**config.mk**
```make
export PLATFORM = sky130hd
export DESIGN_NAME = csa_final_adder_seq
export DESIGN_NICKNAME = d
export VERILOG_FILES = /design/src/rtl/csa_final_adder_seq.sv
export SDC_FILE = /design/constraint.sdc
export NUM_CORES = 1
export LEC_CHECK = 0
export ABC_AREA = 1
export CORE_ASPECT_RATIO = 0.8
export CORE_MARGIN = 2
export CORE_UTILIZATION = 53
export DETAILED_ROUTE_END_ITERATION = 8
export PLACE_DENSITY = 0.88
export SETUP_SLACK_MARGIN = 0.3
export SYNTH_ARGS = -nofsm -noshare
export SYNTH_HDL_FRONTEND = slang
export SYNTH_SLANG_ARGS = --single-unit
```
**constraint.sdc**
```tcl
create_clock -name clk -period 4 [get_ports clk]
set_input_delay 0.6 -clock clk [delete_from_list [all_inputs] [get_ports clk]]
set_output_delay 0.6 -clock clk [all_outputs]
set_load 0.02 [all_outputs]
```
**src/rtl/csa_final_adder_seq.sv**
```systemverilog
// Resolves a carry-save pair to binary (sum + 2*carry), CHUNK bits per cycle; latency NCHUNK cycles.
// Backpressure: in_ready only in IDLE; a finished result is held in DONE until out_ready.
module csa_final_adder_seq #(
  parameter int WIDTH = 10,
  parameter int CHUNK = 4
) (
  input  logic             clk,
  input  logic             rst,
  input  logic             in_valid,
  output logic             in_ready,
  input  logic [WIDTH-1:0] sum_in,
  input  logic [WIDTH-1:0] carry_in,
  output logic             out_valid,
  input  logic             out_ready,
  output logic [WIDTH+1:0] result,
  output logic             busy
);

  localparam int RES_W  = WIDTH + 2;
  localparam int NCHUNK = (RES_W + CHUNK - 1) / CHUNK;
  localparam int PAD_W  = NCHUNK * CHUNK;
  localparam int IDX_W  = (NCHUNK > 1) ? $clog2(NCHUNK) : 1;
  localparam int BASE_W = $clog2(PAD_W);

  localparam logic [IDX_W-1:0]  LAST_IDX   = IDX_W'(NCHUNK - 1);
  localparam logic [BASE_W-1:0] CHUNK_BASE = BASE_W'(CHUNK);

  typedef enum logic [1:0] {
    ST_IDLE,
    ST_ADD,
    ST_DONE
  } state_t;

  state_t             state_q, state_d;
  logic [PAD_W-1:0]   a_q, a_d;
  logic [PAD_W-1:0]   b_q, b_d;
  logic [PAD_W-1:0]   res_q, res_d;
  logic [IDX_W-1:0]   idx_q, idx_d;
  logic               cflop_q, cflop_d;

  logic [BASE_W-1:0]  base;
  logic [CHUNK-1:0]   a_slice;
  logic [CHUNK-1:0]   b_slice;
  logic [CHUNK:0]     slice_sum;
  logic               pad_nz;

  // Operands are zero-padded up to a whole number of chunks so the last
  // (possibly partial) slice simply sees zeros in its missing upper bits.
  always_comb begin
    state_d   = state_q;
    a_d       = a_q;
    b_d       = b_q;
    res_d     = res_q;
    idx_d     = idx_q;
    cflop_d   = cflop_q;

    base      = BASE_W'(idx_q) * CHUNK_BASE;
    a_slice   = a_q[base +: CHUNK];
    b_slice   = b_q[base +: CHUNK];
    slice_sum = {1'b0, a_slice} + {1'b0, b_slice} + {{CHUNK{1'b0}}, cflop_q};

    case (state_q)
      ST_IDLE: begin
        if (in_valid) begin
          a_d     = PAD_W'({2'b00, sum_in});
          b_d     = PAD_W'({1'b0, carry_in, 1'b0});
          res_d   = '0;
          idx_d   = '0;
          cflop_d = 1'b0;
          state_d = ST_ADD;
        end
      end
      ST_ADD: begin
        res_d[base +: CHUNK] = slice_sum[CHUNK-1:0];
        cflop_d              = slice_sum[CHUNK];
        if (idx_q == LAST_IDX) begin
          state_d = ST_DONE;
        end else begin
          idx_d = idx_q + 1'b1;
        end
      end
      ST_DONE: begin
        if (out_ready) begin
          state_d = ST_IDLE;
        end
      end
      default: begin
        state_d = ST_IDLE;
      end
    endcase
  end

  always_ff @(posedge clk) begin
    if (rst) begin
      state_q <= ST_IDLE;
      a_q     <= '0;
      b_q     <= '0;
      res_q   <= '0;
      idx_q   <= '0;
      cflop_q <= 1'b0;
    end else begin
      state_q <= state_d;
      a_q     <= a_d;
      b_q     <= b_d;
      res_q   <= res_d;
      idx_q   <= idx_d;
      cflop_q <= cflop_d;
    end
  end

  assign in_ready  = (state_q == ST_IDLE);
  assign out_valid = (state_q == ST_DONE);
  assign busy      = (state_q == ST_ADD) || (state_q == ST_DONE);
  assign result    = res_q[RES_W-1:0];

  // Bits above RES_W exist only as chunk padding and must never become set.
  if (PAD_W > RES_W) begin : g_pad
    assign pad_nz = |res_q[PAD_W-1:RES_W];
  end else begin : g_nopad
    assign pad_nz = 1'b0;
  end

  // RES_W covers the worst case, so the top slice can never carry out.
  a_no_top_carry : assert property (@(posedge clk) disable iff (rst)
    (state_q == ST_ADD && idx_q == LAST_IDX) |-> !slice_sum[CHUNK]);

  a_no_pad_bits : assert property (@(posedge clk) disable iff (rst)
    (state_q == ST_DONE) |-> !pad_nz);

endmodule

```
---- After elaboration in Yosys (flattened, before gate mapping) ----
Cells that the tools add are included.
storage, ports and cells
  input bits .............................. 24
  output and inout bits ................... 15
  register bits after elaboration ......... 37
operators by class
  reduce and logical (&&, ||, !) cells .... 7
  equality and inequality tests ........... 7
  $add $sub $neg .......................... 4
  mux-type cells .......................... 12
  shift operators ......................... 4
operator list
  kind                                                  count
  one-hot mux 12 bit (2 select lines)                   1
  indexed part select 12 x 5 -> 4 bit                   2
  bitwise mux 12 bit                                    1
  two-way mux 12 bit                                    1
  variable shift 4 x 6 -> 12 bit, first input constant  1
  indexed part select 4 x 6 -> 12 bit                   1
  two-way mux 2 bit                                     5
  != test 2 bit, second input constant                  3
  negation 4 -> 6 bit                                   1
  one-hot mux 2 bit (3 select lines)                    1
  AND reduction 3 bit                                   2
  adder 4 x 4 -> 5 bit                                  1
  adder 5 x 1 -> 5 bit                                  1
  == test 2 bit, second input constant                  2
  one-hot mux 2 bit (2 select lines)                    1
  AND reduction 2 bit                                   2
  adder 2 x 1 -> 2 bit, second input constant           1
  == test 2 x 1 -> 1 bit, second input constant         1
  zero test 2 bit                                       1
  != test 2 x 1 -> 1 bit, second input constant         1
  one-hot mux 1 bit (2 select lines)                    1
  nonzero test 2 bit                                    1
  logical OR 1 bit                                      1
  two-way mux 1 bit                                     1

---- Depth between registers and ports, before layout ----
Gate-level depths: netlist of the first run.
  depth after elaboration ................. 6
  gate-level depth with buffers ........... 12
  depth with buffers taken out ............ 11

---- Least setup slack after synthesis of the first run ----
OpenSTA, ideal clock, no wires.
  kind .................................... reg-to-reg
  from .................................... register idx_q[0]
  to ...................................... register res_q[6] (netlist: result[6])
  setup slack ............................. 1879 ps
  cell stages (with the launch flop) ...... 12
  arrival time ............................ 1993 ps
  period minus slack after synthesis ...... 2121 ps
  setup time .............................. 128 ps
  path buffers ............................ 1
  path through ............................ dfxtp_1 > inv_1 > clkbuf_1 > nand2_1 > a22oi_1 > fa_1 > inv_1 > fa_1 > xnor2_1 > nor2_1 > a22oi_1 > nor2_1
on the way
  cells in the longest elaborated chain, start to end .. 6
ends and longest elaborated chain
  what                                                    RTL line  text
  start, declared                                         38        logic [IDX_W-1:0] idx_q, idx_d;
  start signal, assigned                                  106       idx_q <= idx_d;
  indexed part select 12 x 5 -> 4 bit (on tied branches)  58, 59
  adder 4 x 4 -> 5 bit                                    60        slice_sum = {1'b0, a_slice} + {1'b0, b_slice} + {{CHUNK{1'b0}}, cflop_q};
  adder 5 x 1 -> 5 bit                                    60
  indexed part select 4 x 6 -> 12 bit                     74        res_d[base +: CHUNK] = slice_sum[CHUNK-1:0];
  bitwise mux 12 bit *                                    74
  one-hot mux 12 bit (2 select lines) *                   62        case (state_q)
  end signal, assigned                                    105       res_q <= res_d;
  end, declared                                           37        logic [PAD_W-1:0] res_q, res_d;
Mark *: on every way between the ends. The rest lies on a longest branch, timed or not.
A chain may end at the register's enable or synchronous reset.

---- Worst setup path after layout of the first run ----
Ends and elaborated chain as after synthesis.

==> results.sh, run 1 <==
export IMPL_place_hpwl_um=2653
export IMPL_p_total_mw=1.668
export IMPL_nets=311
export IMPL_crit_type="flip-flop to flip-flop"
export IMPL_final_cells=317
export IMPL_io_pins=39
export IMPL_pwr_share_seq=0.305
export IMPL_yosysWarnings=0
export IMPL_final_util=0.7294
export IMPL_fin_tns_setup_ns=0
export IMPL_tightest_slew_ns=0.6896
export IMPL_initialDrtViolationCount=88
export IMPL_cts_setup_buffers=0
export IMPL_grt_max_degree=25
export IMPL_avgSynthCellArea_um2=7.387
export IMPL_rows=18
export IMPL_hold_violations=0
export IMPL_antenna_left=0
export IMPL_insertion_delay_ns=0.30
export IMPL_hold_slack_ns=0.4549
export IMPL_cpMaxStageDelayCell="dfxtp_1"
export IMPL_cts_buffers=5
export IMPL_switchingPower_uw=719.2
export IMPL_slew_headroom=0.5391
export IMPL_drive_above_1_share=0.05415
export IMPL_cts_buffer_depth=2
export IMPL_start_util=0.5639
export IMPL_switching_share=0.4313
export IMPL_drt_wl_total_um=3669
export IMPL_end_kind="flip-flop"
export IMPL_rsz0062_at_grt="false"
export IMPL_synth_cell_area_um2=1765
export IMPL_cp_cell_sequence="inv_1 > nor2_1 > a22oi_1 > fa_1 > inv_1 > fa_1 > xnor2_1 > nor2_1 > a22oi_1 > nor2_1"
export IMPL_yosys_register_bits=37
export IMPL_report_final_setup_viol=0
export IMPL_area_growth_pct=29.34
export IMPL_min_period_ns=2.517
export IMPL_grt_usage=0.2185
export IMPL_clockPowerShare=0.203
export IMPL_dpl_cell_count=309
export IMPL_power_density_nw_per_um2=730.4
export IMPL_status="finished, final reports clean"
export IMPL_root_buffer="clkbuf_8"
export IMPL_die_y_um=55.62
export IMPL_mostFrequentLayoutCell="nor2_1"
export IMPL_hold_class="flip-flop to flip-flop"
export IMPL_mostFrequentLayoutCells="nor2_1 (58), clkdlybuf4s50_1 (38), dfxtp_1 (37)"
export IMPL_via_per_inst=5.139
export IMPL_wl_per_cell_um=11.57
export IMPL_drc_errors=0
export IMPL_crit_arrival_ns=2.69
export IMPL_cts_tree="yes"
export IMPL_ys_types=23
export IMPL_first_pass_iters=4
export IMPL_die_area_um2=3811
export IMPL_grt_pass1_vias=1515
export IMPL_slowest_delay_ns=0.43
export IMPL_cp_start_kind="flip-flop"
export IMPL_path_delay_family="adder cells"
export IMPL_cp_required_ns=4.17
export IMPL_routed_via_count=1629
export IMPL_antenna_cells=0
export IMPL_min_period_over_period=0.6294
export IMPL_grt_pass1_wl_um=6354
export IMPL_final_setup_worst_slack_ns=1.483
export IMPL_fin_skew_ns=0.002805
export IMPL_p_int_uw=948.5
export IMPL_leakagePower_nw=0.9259
export IMPL_fin_area_um2=2283
export IMPL_comb_power_share=0.492
export IMPL_synth_fp_nets=274
export IMPL_critPathMostFrequentCell="nor2_1"
export IMPL_cts_hold_buf=0
export IMPL_clk_pin_slew_ns=0.07
export IMPL_cts_resized=0
export IMPL_critical_path_buf_inv_count=2
export IMPL_pre_cts_ws_ns=1.403
export IMPL_crit_path_max_fanout=12
export IMPL_placedInstanceArea_um2=2163
export IMPL_vdd_drop_max_mv=0.3258
export IMPL_grt_overflow=0
export IMPL_synth_seq_area_share=0.4196
export IMPL_max_clock_freq_mhz=397.2
export IMPL_gp_congestion=0.8882
export IMPL_htree_levels=2
export IMPL_core_um2=3131
export IMPL_slew_viol_final=0
export IMPL_io_buffers=38
export IMPL_antenna_found_initial=0
export IMPL_drv_cap=0
export IMPL_postSynthCellCount=239
export IMPL_clock_sinks=37
export IMPL_die_w_um=68.53
[per-layer routing]
layer / vias up / GRT usage / wire, µm
met2: 54 / 0.3503 / 1700
met5: - / 0 / 0
met1: 721 / 0.2611 / 1615
li1: 843 / - / -
met3: 11 / 0.08502 / 272
met4: 0 / 0.07714 / 80
[kinds of logic after synthesis]
group | after synthesis | share of synthesized area
AO/OA/AOI/OAI | 59 | 0.1864
buffers and inverters | 29 | 0.06307
adder cells (fa/ha/maj) | 11 | 0.08647
flip-flops | 37 | 0.4196
AND/OR/NAND/NOR | 102 | 0.2395
XOR/XNOR | 1 | 0.004962
[power by group through the flow]
stage / clock, mW / sequential (mW) / combinational [mW]
finish: 0.339 / 0.508 / 0.821
global route: 0.357 / 0.520 / 0.944
CTS: 0.337 / 0.509 / 0.821
detailed placement: 0 / 0.517 / 0.807
global placement: 0 / 0.516 / 0.775
floorplan: 0 / 0.499 / 0.616
[flip-flops by register name, indices dropped and copies added, names as in the netlist]
| name | cells |
|---|---|
| result | 12 |
| a_q | 10 |
| b_q | 10 |
| idx_q | 2 |
| state_q | 2 |
| cflop_q | 1 |
[worst register-to-register path, stage by stage, from the launching register on]
cell	delay [ns]
dfxtp_1	0.43
inv_1	0.36
nor2_1	0.08
a22oi_1	0.26
fa_1	0.22
inv_1	0.06
fa_1	0.41
xnor2_1	0.27
nor2_1	0.10
a22oi_1	0.16
nor2_1	0.05
[cell type report]
type                            count  area, µm²
Multi-Input combinational cell    173      913.4
Clock buffer                        6      82.58
Clock inverter                      2      37.54
Tap cell                           40      50.05
Sequential cell                    37      740.7
Timing Repair Buffer               38      380.4
Fill cell                         258      847.1
Inverter                           21      78.83
[final timing paths]
| check | end | cells past startpoint | slack [ns] | start |
|---|---|---|---|---|
| setup / recovery | result[6]$_SDFFE_PP0P_ | 10 | 1.48 | idx_q[0]$_SDFFE_PP0P_ |
| hold / removal | a_q[0]$_SDFFE_PP0P_ | 2 | 0.45 | a_q[0]$_SDFFE_PP0P_ |
| setup reg to reg | result[6]$_SDFFE_PP0P_ | 10 | 1.48 | idx_q[0]$_SDFFE_PP0P_ |
| hold reg to reg | a_q[0]$_SDFFE_PP0P_ | 2 | 0.45 | a_q[0]$_SDFFE_PP0P_ |
[cells in the mapped netlist]
library cell,number,area [µm²]
nand3_1,6,30.03
nor2_4,2,22.52
clkbuf_1,6,22.52
o31ai_1,3,22.52
o21ai_0,27,135.1
o21ai_1,2,10.01
o21ai_4,1,16.27
o21bai_1,1,7.510
buf_2,2,10.01
a22oi_1,4,30.03
inv_1,19,71.32
nand2_1,33,123.9
or2_2,1,6.260
nand2_4,2,22.52
dfxtp_1,37,740.7
fa_1,2,40.04
xnor2_1,1,8.760
nor2_1,58,217.7
ha_1,9,112.6
inv_2,1,3.750
o211ai_1,1,7.510
clkinv_1,1,3.750
a21oi_1,20,100.1
(Power assumes the default switching activity.)
==> inputs of run 2 (changes only) <==
Settings changed: CORE_UTILIZATION 53 to 50, PLACE_DENSITY 0.88 to 0.84.
Clock period 4 ns to 2.45 ns, I/O delays scaled along.
==> run 2 against run 1 <==
  * Register-to-register slack worse by 1.0 ns
  * Global-route usage fell by 1.4 points
  * Critical path type is now flip-flop to primary output
  * Clock-buffer cell count fell by 1
  * Routed wire length increased by 2.7%
  * First-iteration DRC count fell by 15%
  * Clock power is 15% higher
  * Power rose by 59%
  * Clock skew increased by 0.0019 ns
  * Utilization decreased by 5.0 points
  * Non-clock buffer count is 4 higher
  * Hold slack gained 0.0080 ns
==> results.sh, run 2 (synthesis results as in run 1) <==
export IMPL_status="finished, final reports clean"
export IMPL_drt_wl_total_um=3769
export IMPL_path_depth=3
export IMPL_comb_power_share=0.529
export IMPL_antenna_left=0
export IMPL_clockPowerShare=0.147
export IMPL_drv_cap=0
export IMPL_initialDrtViolationCount=75
export IMPL_hold_class="flip-flop to flip-flop"
export IMPL_tightest_slew_ns=0.4950
export IMPL_fin_tns_setup_ns=0
export IMPL_core_um2=3400
export IMPL_slew_headroom=0.6672
export IMPL_via_per_inst=5.097
export IMPL_crit_arrival_ns=1.65
export IMPL_r2r_cells=10
export IMPL_power_density_nw_per_um2=1150
export IMPL_multi_input_comb_area_um2=938.4
export IMPL_rsz0062_at_grt="true"
export IMPL_wl_per_cell_um=11.74
export IMPL_cts_buffer_depth=2
export IMPL_root_buffer="clkbuf_8"
export IMPL_fillCellCount=312
export IMPL_cts_setup_buffers=0
export IMPL_io_pins=39
export IMPL_pwr_share_seq=0.324
export IMPL_min_from="result[3]$_SDFFE_PP0P_"
export IMPL_cp_required_ns=2.08
export IMPL_gp_congestion=0.9114
export IMPL_leakagePower_nw=0.9313
export IMPL_antenna_found_initial=0
export IMPL_start_util=0.5193
export IMPL_min_period_over_period=0.8239
export IMPL_first_pass_iters=4
export IMPL_clk_pin_slew_ns=0.07
export IMPL_drive_above_1_share=0.09319
export IMPL_routed_via_count=1636
export IMPL_io_buffers=38
export IMPL_largest_reg_flops=12
export IMPL_mostFrequentLayoutCells="nor2_1 (57), clkdlybuf4s50_1 (38), dfxtp_1 (35)"
export IMPL_cts_tree="yes"
export IMPL_setup_worst_path_start="state_q[1]$_SDFFE_PP0P_"
export IMPL_critical_path_buf_inv_count=2
export IMPL_end_kind="primary output"
export IMPL_min_period_ns=2.019
export IMPL_area_growth_pct=30.76
export IMPL_grt_pass1_vias=1504
export IMPL_slowest_delay_ns=0.65
export IMPL_nets=315
export IMPL_switchingPower_mw=1.189
export IMPL_max_clock_freq_mhz=495.4
export IMPL_placedInstanceArea_um2=2196
export IMPL_drc_errors=0
export IMPL_crit_path_max_fanout=5
export IMPL_crit_type="flip-flop to primary output"
export IMPL_die_y_um=57.15
export IMPL_cp_start_kind="flip-flop"
export IMPL_fin_area_um2=2308
export IMPL_antenna_cells=0
export IMPL_fin_skew_ns=0.004672
export IMPL_clock_sinks=37
export IMPL_place_hpwl_um=2836
export IMPL_grt_max_degree=24
export IMPL_htree_levels=2
export IMPL_grt_usage=0.2044
export IMPL_die_area_um2=4025
export IMPL_min_path_cells=2
export IMPL_rows=19
export IMPL_vdd_drop_max_mv=0.5587
export IMPL_p_int_mw=1.465
export IMPL_report_final_setup_viol=0
export IMPL_grt_overflow=0
export IMPL_die_w_um=70.44
export IMPL_reg2reg_from="idx_q[1]$_SDFFE_PP0P_"
export IMPL_regArea_um2=748.2
export IMPL_insertion_delay_ns=0.29
export IMPL_path_delay_family="buffers and inverters"
export IMPL_cp_cell_sequence="inv_1 > ha_1 > clkdlybuf4s50_1"
export IMPL_mostFrequentLayoutCell="nor2_1"
export IMPL_grt_pass1_wl_um=6458
export IMPL_switching_share=0.4480
export IMPL_cpMaxStageDelayCell="clkdlybuf4s50_1"
export IMPL_slew_viol_final=0
export IMPL_hold_violations=0
export IMPL_cts_buffers=5
run 2: changes by cell type in the layout (fill, tap and decap cells not counted), sizes merged:
cell	previous run	this run
buf	0	4
bufinv	1	0
clkbuf	6	5
run 2: timing repair:
item                       in CTS  in global routing
hold buffers                    0                  0
gates cloned                    0                  0
resized for setup               3                 10
setup endpoints to repair       9                 16
run 2: path summary, 6_finish.rpt:
path | to | slack, ns
worst min-delay path | result[3]$_SDFFE_PP0P_ | 0.46
worst max register to register | cflop_q$_SDFFE_PP0P_ | 0.44
worst min register to register | result[3]$_SDFFE_PP0P_ | 0.46
worst max-delay path | in_ready | 0.43
run 2: layout make-up:
type	count	area share
clock buffers	5	0.02981
clock inverters	1	0.002168
inverters	21	0.03686
multi-input cells	173	0.4065
flip-flops and latches	37	0.3241
well taps	42	0.02276
repair buffers	42	0.1778
run 2: layer usage:
metal | share of wire | up-vias | track usage
li1 | - | 850 | -
met1 | 0.46 | 725 | 0.2644
met2 | 0.45 | 51 | 0.3302
met3 | 0.061 | 10 | 0.05124
met4 | 0.025 | 0 | 0.08242
met5 | 0 | - | 0
run 2: power groups by stage:
stage	registers [mW]	clock network, mW	logic, mW
floorplan	0.814	0	1.01
finish	0.861	0.390	1.40
detailed placement	0.849	0	1.33
global placement	0.842	0	1.29
global route	0.878	0.421	1.58
CTS	0.841	0.395	1.34
run 2: worst min-delay path, delay by kind of cell, from the launching register on:
kind,cells,cell delay (ns)
compound gates,1,0.05
flops,1,0.31
simple gates,1,0.06
run 2: per-stage QoR:
step	power [mW]	hold slack, ns	std cells	util	setup slack, ns
floorplan	1.820	0.4291	239	-	0.3292
global placement	2.137	0.4518	315	0.6459	0.2194
detailed placement	2.177	0.4574	315	0.6459	0.1439
CTS	2.574	0.4678	321	0.6691	0.3225
global route	2.878	0.4912	321	0.6791	0.2809
finish	2.654	0.4629	321	0.6791	0.4314
==> inputs of run 3 (changes only) <==
Clock period 2.45 ns to 2 ns, I/O delays scaled along.
==> run 3 against run 2 <==
  * Critical path type is now flip-flop to flip-flop
  * Cell count increased by 4.4%
  * Hold slack better by 0.0050 ns
  * Sequential power is 20% higher
  * Via count is 6.0% higher
  * Combinational power rose by 64%
  * Power increased by 49%
  * Clock skew rose by 0.00098 ns
  * Setup slack worse by 0.42 ns
  * Die area unchanged
==> results.sh, run 3 (synthesis results as in run 1) <==
export IMPL_grt_pass1_wl_um=6927
export IMPL_fin_skew_ns=0.005654
export IMPL_switching_share=0.4382
export IMPL_placedInstanceArea_um2=2257
export IMPL_hold_slack_ns=0.4678
export IMPL_p_int_mw=2.216
export IMPL_cp_required_ns=2.19
export IMPL_slew_viol_final=0
export IMPL_antenna_cells=0
export IMPL_io_pins=39
export IMPL_antenna_found_initial=0
export IMPL_drt_wl_total_um=4479
export IMPL_clockPowerShare=0.159
export IMPL_min_period_over_period=0.9930
export IMPL_leakagePower_nw=1.033
export IMPL_gp_congestion=0.8590
export IMPL_end_kind="flip-flop"
export IMPL_root_buffer="clkbuf_8"
export IMPL_cts_buffer_depth=2
export IMPL_grt_usage=0.2187
export IMPL_drc_errors=0
export IMPL_fin_tns_setup_ns=0
export IMPL_rows=19
export IMPL_area_growth_pct=44.65
export IMPL_clock_sinks=37
export IMPL_rsz0062_at_grt="true"
export IMPL_min_period_ns=1.986
export IMPL_status="finished, final reports clean"
export IMPL_cts_tree="yes"
export IMPL_antenna_left=0
export IMPL_mostFrequentLayoutCell="nor2_1"
export IMPL_start_util=0.5193
export IMPL_core_um2=3400
export IMPL_via_per_inst=5.176
export IMPL_cts_buffers=5
export IMPL_vdd_drop_max_mv=0.7291
export IMPL_htree_levels=2
export IMPL_crit_arrival_ns=2.17
export IMPL_place_hpwl_um=2862
export IMPL_initialDrtViolationCount=63
export IMPL_report_final_setup_viol=0
export IMPL_power_density_nw_per_um2=1545
export IMPL_wl_per_cell_um=13.37
export IMPL_comb_power_share=0.580
export IMPL_nets=327
export IMPL_grt_pass1_vias=1633
export IMPL_tightest_slew_ns=0.3689
export IMPL_die_y_um=57.15
export IMPL_crit_type="flip-flop to flip-flop"
export IMPL_drive_above_1_share=0.2150
export IMPL_grt_overflow=0
export IMPL_die_w_um=70.44
export IMPL_slew_headroom=0.7524
export IMPL_grt_max_degree=23
export IMPL_die_area_um2=4025
export IMPL_final_util=0.7512
export IMPL_first_pass_iters=4
export IMPL_cp_start_kind="flip-flop"
export IMPL_insertion_delay_ns=0.29
export IMPL_hold_violations=0
export IMPL_io_buffers=38
export IMPL_routed_via_count=1734
export IMPL_largest_reg_flops=12
export IMPL_crit_path_max_fanout=5
export IMPL_switchingPower_mw=1.728
export IMPL_max_clock_freq_mhz=503.5
export IMPL_mostFrequentLayoutCells="nor2_1 (54), dfxtp_1 (35), clkdlybuf4s50_1 (35)"
export IMPL_drv_cap=0
export IMPL_cts_hold_buf=0
export IMPL_fin_area_um2=2554
export IMPL_hold_class="flip-flop to flip-flop"
export IMPL_pwr_share_seq=0.261
export IMPL_clk_pin_slew_ns=0.07
run 3: cell types whose count changed in the layout (fill, tap and decap cells not counted), sizes merged:
| cell | delta |
|---|---|
| clkinvlp | -1 |
| clkbuf | +3 |
| buf | +12 |
| clkdlybuf4s50 | -3 |
| dlygate4sd2 | +3 |
run 3: worst max-delay path: stages (launching register included):
cell and delay (ns):
dfxtp_4 0.40, buf_4 0.14, a21oi_2 0.03, a22oi_2 0.17, fa_2 0.24, inv_2 0.05
fa_2 0.37, xnor2_2 0.20, nor2_2 0.07, a22oi_1 0.15, nor2_1 0.05
run 3: power by group through the flow:
stage | clock network [mW] | logic [mW] | registers (mW)
finish | 0.626 | 2.29 | 1.03
CTS | 0.626 | 1.97 | 1.02
global route | 0.653 | 2.52 | 1.05
detailed placement | 0 | 1.78 | 1.04
global placement | 0 | 1.74 | 1.03
floorplan | 0 | 1.34 | 1.01
run 3: path summary, 6_finish.rpt:
check / startpoint / to / slack, ns / cells after the start
worst max-delay path: idx_q[1]$_SDFFE_PP0P_ / result[6]$_SDFFE_PP0P_ / 0.01 / 10
worst min-delay path: result[9]$_SDFFE_PP0P_ / result[9]$_SDFFE_PP0P_ / 0.47 / 2
worst max register to register: idx_q[1]$_SDFFE_PP0P_ / result[6]$_SDFFE_PP0P_ / 0.01 / 10
worst min register to register: result[9]$_SDFFE_PP0P_ / result[9]$_SDFFE_PP0P_ / 0.47 / 2
run 3: final cells by class:
cell class / instances / area [µm²]
Inverter: 21 / 85.08
Sequential cell: 37 / 745.7
Multi-Input combinational cell: 173 / 1042
Fill cell: 258 / 845.8
Clock buffer: 8 / 111.4
Tap cell: 42 / 52.55
Timing Repair Buffer: 54 / 516.7
run 3: per-layer routing:
metal / vias up / global-route usage / routed length [µm]
met2: 47 / 0.3868 / 2237
met3: 15 / 0.05300 / 183
met1: 791 / 0.2555 / 1943
met5: - / 0 / 0
met4: 0 / 0.09066 / 114
li1: 881 / - / -
run 3: stage by stage:
step | std cells | total power, mW | worst slack [ns]
final | 335 | 3.945 | 0.01401
after global placement | 317 | 2.767 | 0.0006357
after global routing | 335 | 4.220 | -0.08515
after CTS | 332 | 3.616 | 0.05595
after detailed placement | 317 | 2.818 | -0.02180
after floorplan | 239 | 2.355 | 0.1197
run 3: repair_timing:
item | in CTS | in global routing
endpoints found under the setup margin | 19 | 16
resized for setup | 15 | 22
setup buffers | 7 | 3
pin swaps | 13 | 9
